$ cat src/rtl/int_bus_gateway.sv
// rtl/int_bus_gateway.sv - interrupt bus receiver: per-source gateways plus claim/complete ports
//
// Level interrupts arrive from the interrupt crossbar, pass a synchronizer and latch into a
// per-source gateway (idle / pending / in-flight). The lowest-numbered pending, enabled source
// is offered on the claim port. The consumer returns the ID on the complete port to re-arm
// that gateway.
//
// Ports:
//   clock          single clock
//   reset          synchronous, active-low
//   int_in         level interrupts, bit i = source ID i+1 (may be asynchronous)
//   int_en         per-source enable, sampled every cycle
//   claim_valid    an ID is offered on claim_id
//   claim_id       offered source ID, 0 when nothing is offered
//   claim_ready    consumer accepts the offered ID this cycle
//   complete_valid completion strobe
//   complete_id    ID being completed
//   irq            copy of claim_valid
module int_bus_gateway #(
  parameter int NUM_SRC     = 8,
  parameter int ID_W        = 4,
  parameter int SYNC_STAGES = 2
) (
  input  logic               clock,
  input  logic               reset,
  input  logic [NUM_SRC-1:0] int_in,
  input  logic [NUM_SRC-1:0] int_en,
  output logic               claim_valid,
  output logic [ID_W-1:0]    claim_id,
  input  logic               claim_ready,
  input  logic               complete_valid,
  input  logic [ID_W-1:0]    complete_id,
  output logic               irq
);

  localparam logic [1:0] GW_IDLE     = 2'd0;
  localparam logic [1:0] GW_PENDING  = 2'd1;
  localparam logic [1:0] GW_INFLIGHT = 2'd2;

  localparam logic [0:0] CL_EMPTY = 1'b0;
  localparam logic [0:0] CL_OFFER = 1'b1;

  logic [NUM_SRC-1:0] sync_q [SYNC_STAGES];
  logic [NUM_SRC-1:0] sync_s;

  logic [1:0]      gw_q [NUM_SRC];
  logic [1:0]      gw_d [NUM_SRC];
  logic [0:0]      cl_state_q, cl_state_d;
  logic [ID_W-1:0] claim_id_q, claim_id_d;
  logic [ID_W-1:0] pick_id;
  logic            accept;

  always_ff @(posedge clock) begin
    if (!reset) begin
      for (int k = 0; k < SYNC_STAGES; k++) sync_q[k] <= '0;
    end else begin
      sync_q[0] <= int_in;
      for (int k = 1; k < SYNC_STAGES; k++) sync_q[k] <= sync_q[k-1];
    end
  end

  assign sync_s = sync_q[SYNC_STAGES-1];
  assign accept = (cl_state_q == CL_OFFER) && claim_ready;

  // Lowest ID wins: scan from the top so the last hit is the lowest pending, enabled source.
  always_comb begin
    pick_id = '0;
    for (int i = NUM_SRC - 1; i >= 0; i--) begin
      if (gw_q[i] == GW_PENDING && int_en[i]) pick_id = ID_W'(i + 1);
    end
  end

  // A level held high while in flight is ignored; it re-pends only from IDLE, one cycle after
  // completion. Completions of non-inflight or out-of-range IDs match no gateway.
  always_comb begin
    for (int i = 0; i < NUM_SRC; i++) begin
      gw_d[i] = gw_q[i];
      case (gw_q[i])
        GW_IDLE:     if (sync_s[i]) gw_d[i] = GW_PENDING;
        GW_PENDING:  if (accept && claim_id_q == ID_W'(i + 1)) gw_d[i] = GW_INFLIGHT;
        GW_INFLIGHT: if (complete_valid && complete_id == ID_W'(i + 1)) gw_d[i] = GW_IDLE;
        default:     gw_d[i] = GW_IDLE;
      endcase
    end
  end

  // An offer is never retracted; acceptance forces one empty cycle before the next offer.
  always_comb begin
    cl_state_d = cl_state_q;
    claim_id_d = claim_id_q;
    case (cl_state_q)
      CL_EMPTY: begin
        claim_id_d = pick_id;
        if (pick_id != '0) cl_state_d = CL_OFFER;
      end
      default: begin
        if (claim_ready) begin
          claim_id_d = '0;
          cl_state_d = CL_EMPTY;
        end
      end
    endcase
  end

  always_ff @(posedge clock) begin
    if (!reset) begin
      for (int i = 0; i < NUM_SRC; i++) gw_q[i] <= GW_IDLE;
      cl_state_q <= CL_EMPTY;
      claim_id_q <= '0;
    end else begin
      for (int i = 0; i < NUM_SRC; i++) gw_q[i] <= gw_d[i];
      cl_state_q <= cl_state_d;
      claim_id_q <= claim_id_d;
    end
  end

  assign claim_valid = (cl_state_q == CL_OFFER);
  assign claim_id    = claim_id_q;
  assign irq         = claim_valid;

endmodule
$ cat config.mk
export PLATFORM = sky130hd
export DESIGN_NAME = int_bus_gateway
export DESIGN_NICKNAME = d
export VERILOG_FILES = /design/src/rtl/int_bus_gateway.sv
export SDC_FILE = /design/constraint.sdc
export NUM_CORES = 1
export LEC_CHECK = 0
export ABC_AREA = 1
export ABC_CLOCK_PERIOD_IN_PS = 2000
export CORE_AREA = 2 2 57 59
export CTS_BUF_LIST = sky130_fd_sc_hd__clkbuf_4
export DETAILED_ROUTE_END_ITERATION = 10
export DIE_AREA = 0 0 59 61
export PLACE_DENSITY = 0.83
export SLEW_MARGIN = 20
export SYNTH_ARGS = -nofsm -noshare
export SYNTH_HDL_FRONTEND = slang
export SYNTH_SLANG_ARGS = --single-unit
export TNS_END_PERCENT = 20
$ cat constraint.sdc
create_clock -name clock -period 2 [get_ports clock]
set_input_delay 0.6 -clock clock [delete_from_list [all_inputs] [get_ports clock]]
set_output_delay 0.6 -clock clock [all_outputs]
set_load 0.02 [all_outputs]
* After elaboration in Yosys (flattened, before gate mapping)
Memory sizes are Yosys's and may differ from the RTL's. Cells that the tools add are included.
Storage, ports and cells: memories 2, register bits 5, word-level logic and storage cells 138, RAM bits 32, output and inout bits 6
Cells by class: bitwise gates (word level) 10, equality and inequality tests 33, muxes and demuxes 57, reduce and logical (&&, ||, !) cells 34
Memory list:
- gw_q | words 8, width 2, read ports 8, clocked after Yosys merged registers in 0, write ports 8, line 46 | logic [1:0] gw_q [NUM_SRC];
- sync_q | words 2, width 8, read ports 2, clocked after Yosys merged registers in 0, write ports 2, line 43 | logic [NUM_SRC-1:0] sync_q [SYNC_STAGES];
Operators by type and width (number):
- 2-to-1 mux 2 bit | 32
- case mux 2 bit (3 select lines) | 8
- 2-to-1 mux 4 bit | 10
- == test 4 x 3 -> 1 bit, second input constant | 8
- logical AND 1 bit | 25
- == test 2 x 1 -> 1 bit, second input constant | 8
- == test 2 bit, second input constant | 8
- == test 4 x 2 -> 1 bit, second input constant | 4
- logical NOT 2 bit | 8
- 2-to-1 mux 8 bit | 2
- bitwise OR 1 bit | 10
- == test 4 x 1 -> 1 bit, second input constant | 2
- == test 4 bit, second input constant | 2
- 2-to-1 mux 1 bit | 5
- nonzero test 4 bit | 1
- != test 2 bit, second input constant | 1

* Logic depth before layout (Yosys ltp)
depth after elaboration 13, mapped depth 10, mapped depth without buffers 10

* Worst setup path after synthesis
No wires, ideal clock.
path kind input-to-reg, start point in claim_ready, end point mem gw_q[7][1], in the netlist gw_q[1][7], setup time 68 ps, buffers on the path 0, arrival 1190 ps, cell stages on the path 5, setup slack 742 ps, path through nand2_1 inv_2 nand4_1 or2_1 a21oi_2
RTL lines:
- start, declared | line 30 | input logic claim_ready,
- end, declared | line 46

* Worst setup path in the final report
start point reg cl_state_q, in the netlist claim_valid, end point out claim_valid
RTL lines:
- start, declared | line 48 | logic [0:0] cl_state_q, cl_state_d;
- start signal, assigned | line 112 | cl_state_q <= cl_state_d;
- end, declared | line 28 | output logic claim_valid,
No word-level cell between the ends.

==> impl_metrics.ini <==
[run_status]
status = completed

[power_and_ir_drop]
switchingPower_mw = 0.3967
p_leak_nw = 1.002
swShare_pct = 27.87
seq_power_share_pct = 56.0
p_int_mw = 1.027
p_per_area_nw_per_um2 = 697.8
comb_power_share_pct = 16.5
pwr-share-clk_pct = 27.6
peakVddDrop_mv = 0.4427

[cts]
clk_latency_ns = 0.35
cts_tree = done
root_buffer = clkbuf_4
cts_htree_levels = 2
clock_sinks = 37
cts_hold_buf = 0
clk_pin_slew_worst_paths_ns = 0.11
clock_path_buffers = 2
cts_buffers = 5

[sta]
fin_crit_sh_pct = 96.36
finClkSkew_ns = 0.009174
max_freq_ghz = 0.5189
min_period_ns = 1.927
grt_setup_unrepaired = no
maxSlewHeadroom_pct = 77.39
hold_viol = 0
tightest_slew_ns = 0.3380
setup_violations = 0
fin_tns_setup_ns = 0
report.final.slew_viol_count = 0

[grt]
grt_start_max_net_pins = 21
grt_pass1_wl_um = 5464
grt_pass1_vias = 1270
grt-ovfl-total = 0
antenna_found_initial = 0
grt_usage_pct = 21.06

[detailed_routing]
routed_via_density = 4.933
drc = 0
first_pass_iters = 4
dr.first_iter.drc_count = 109
num_vias = 1480
drt-wirelength-per-cell_um = 10.81
postRouteAntennaNets = 0
drt-total-wl_um = 3243

[die]
die_h_um = 61
num_rows = 20
start_util_pct = 55.38
die_x_um = 59
coreArea_um2 = 2953
ios = 30
die_area_um2 = 3599

[placed_design]
dp_hpwl_um = 2440
io_buffers = 29
gp_congestion = 0.9179
placed_cells = 292

[worst_setup_path]
cp.required_ns = 1.40
worstSetupEndpointType = primary output
r2r-end = claim_valid
critical-path-top-delay-family = buffers and inverters
arrival_ns = 1.33
rrSetupSlack_ns = 0.83
critPathKind = register to primary output
crit_path_start_kind = register
critPathBufInv = 1
worstRegToRegCells = 8
cp_num_cells = 1
critPathSlowestCell = clkdlybuf4s50_1
cp_max_fo = 4
crit_path_start = claim_valid
critPathCapture = claim_valid
timing.rr.start = gw_q[0][3]
crit_chain = clkdlybuf4s50_1
cpPeakStageDelay_ns = 0.61

[synth]
synthArstFlopShare_pct = 0
ys_ff_latch = 37
syn-num-nets = 255
syn_inst = 231
netlist_area_um2 = 1635
syn_area_per_cell_um2 = 7.079
synth_edf_count = 0
synth-main-ff-cell = dfxtp_1
ys_seq_area_share_pct = 45.29
synth_warnings = 0
ys_types = 27

[cells_and_area]
fin_cells = 300
fin_nets = 290
drive_gt1_share_pct = 11.61
n_antenna_cell = 0
area_growth_syn_to_layout_pct = 24.71

[min_path]
worstHoldPathType = register to register

[run]
drv_cap = 0
==> power groups by stage <==
stage | combinational [mW] | sequential, mW | clock, mW
after floorplan | 0.126 | 0.819 | 0
after detailed placement | 0.236 | 0.813 | 0
after global placement | 0.233 | 0.812 | 0
after global routing | 0.262 | 0.801 | 0.442
final | 0.234 | 0.796 | 0.393
after CTS | 0.235 | 0.796 | 0.405
==> cell usage after synthesis, types with 4 or more instances <==
library cell | number | area, µm²
nand2_1 | 44 | 165.2
dfxtp_1 | 37 | 740.7
a21oi_1 | 16 | 80.08
nor2_1 | 20 | 75.07
nand3_2 | 4 | 40.04
inv_2 | 4 | 15.01
inv_1 | 47 | 176.4
nand3_1 | 28 | 140.1
==> final cells by class <==
cell class | instances | area, µm²
clock buffer | 6 | 45.04
sequential | 37 | 742.0
inverter | 52 | 195.2
timing repair buffer | 32 | 326.6
fill | 273 | 913.4
multi-input combinational | 138 | 679.4
clock inverter | 2 | 10.01
tap | 33 | 41.29
==> routing by layer <==
| layer | vias up | track usage (%) | wire (µm) |
|---|---|---|---|
| li1 | 787 | - | - |
| met1 | 630 | 25.13 | 1429 |
| met2 | 54 | 33.49 | 1486 |
| met3 | 9 | 7.676 | 217 |
| met4 | 0 | 10.71 | 110 |
| met5 | - | 0 | 0 |
==> worst min-delay path by stage <==
stage,startpoint,to,slack (ns),cells past startpoint
finish,sync_q[0][2],sync_q[0][10],0.42,2
floorplan,sync_q[0][2],sync_q[0][10],0.39,2
global placement,sync_q[0][6],sync_q[0][14],0.39,2
global route,sync_q[0][0],sync_q[0][8],0.43,2
CTS,sync_q[0][3],sync_q[0][11],0.42,2
detailed placement,sync_q[0][2],sync_q[0][10],0.40,2
==> placed cells by master, fill, tap and decap left out, types with 3 or more instances in the layout <==
cell and instances:
clkdlybuf4s50_1 24, o21ai_1 3, a21oi_1 16, dlygate4sd2_1 3, nand4_1 3, nand2_1 44
nor2_1 20, clkbuf_4 6, nor2_2 3, nand2_2 3, inv_2 4, a21oi_2 3
nand3_2 4, inv_1 47, nand3_1 28, dfxtp_1 36
==> repair_timing <==
item                                    4_1_cts  5_1_grt
gates cloned                                  0        0
endpoints found under the setup margin        3        3
resized for setup                             4        2
setup buffers                                 0        0
==> registers in the layout, indices dropped and copies added (netlist names) <==
signal       cells
gw_q            16
sync_q          16
claim_id         4
claim_valid      1
==> metrics by stage <==
stage / worst slack, ns / power [mW] / cell area (µm²) / hold WS (ns) / utilization, %
after global placement: 0.1940 / 1.045 / 1982 / 0.3923 / 67.12
after detailed placement: 0.1584 / 1.049 / 1982 / 0.4004 / 67.12
after global routing: 0.001644 / 1.505 / 2039 / 0.4295 / 69.07
final: 0.07280 / 1.423 / 2039 / 0.4200 / 69.07
after CTS: 0.03382 / 1.436 / 2034 / 0.4224 / 68.90
after floorplan: 0.7423 / 0.9449 / 1635 / 0.3905 / -
==> kinds of logic (layout without fill, tap and decap cells) <==
group                  Yosys count  count (layout)  share of synthesized area, %
AOI/OAI and AO/OA               28              28                         9.947
buffers and inverters           56              92                         13.16
DFF                             37              37                         45.29
and+or+nand+nor                110             110                         31.60
Note: power is estimated with default switching activity, not from simulation.
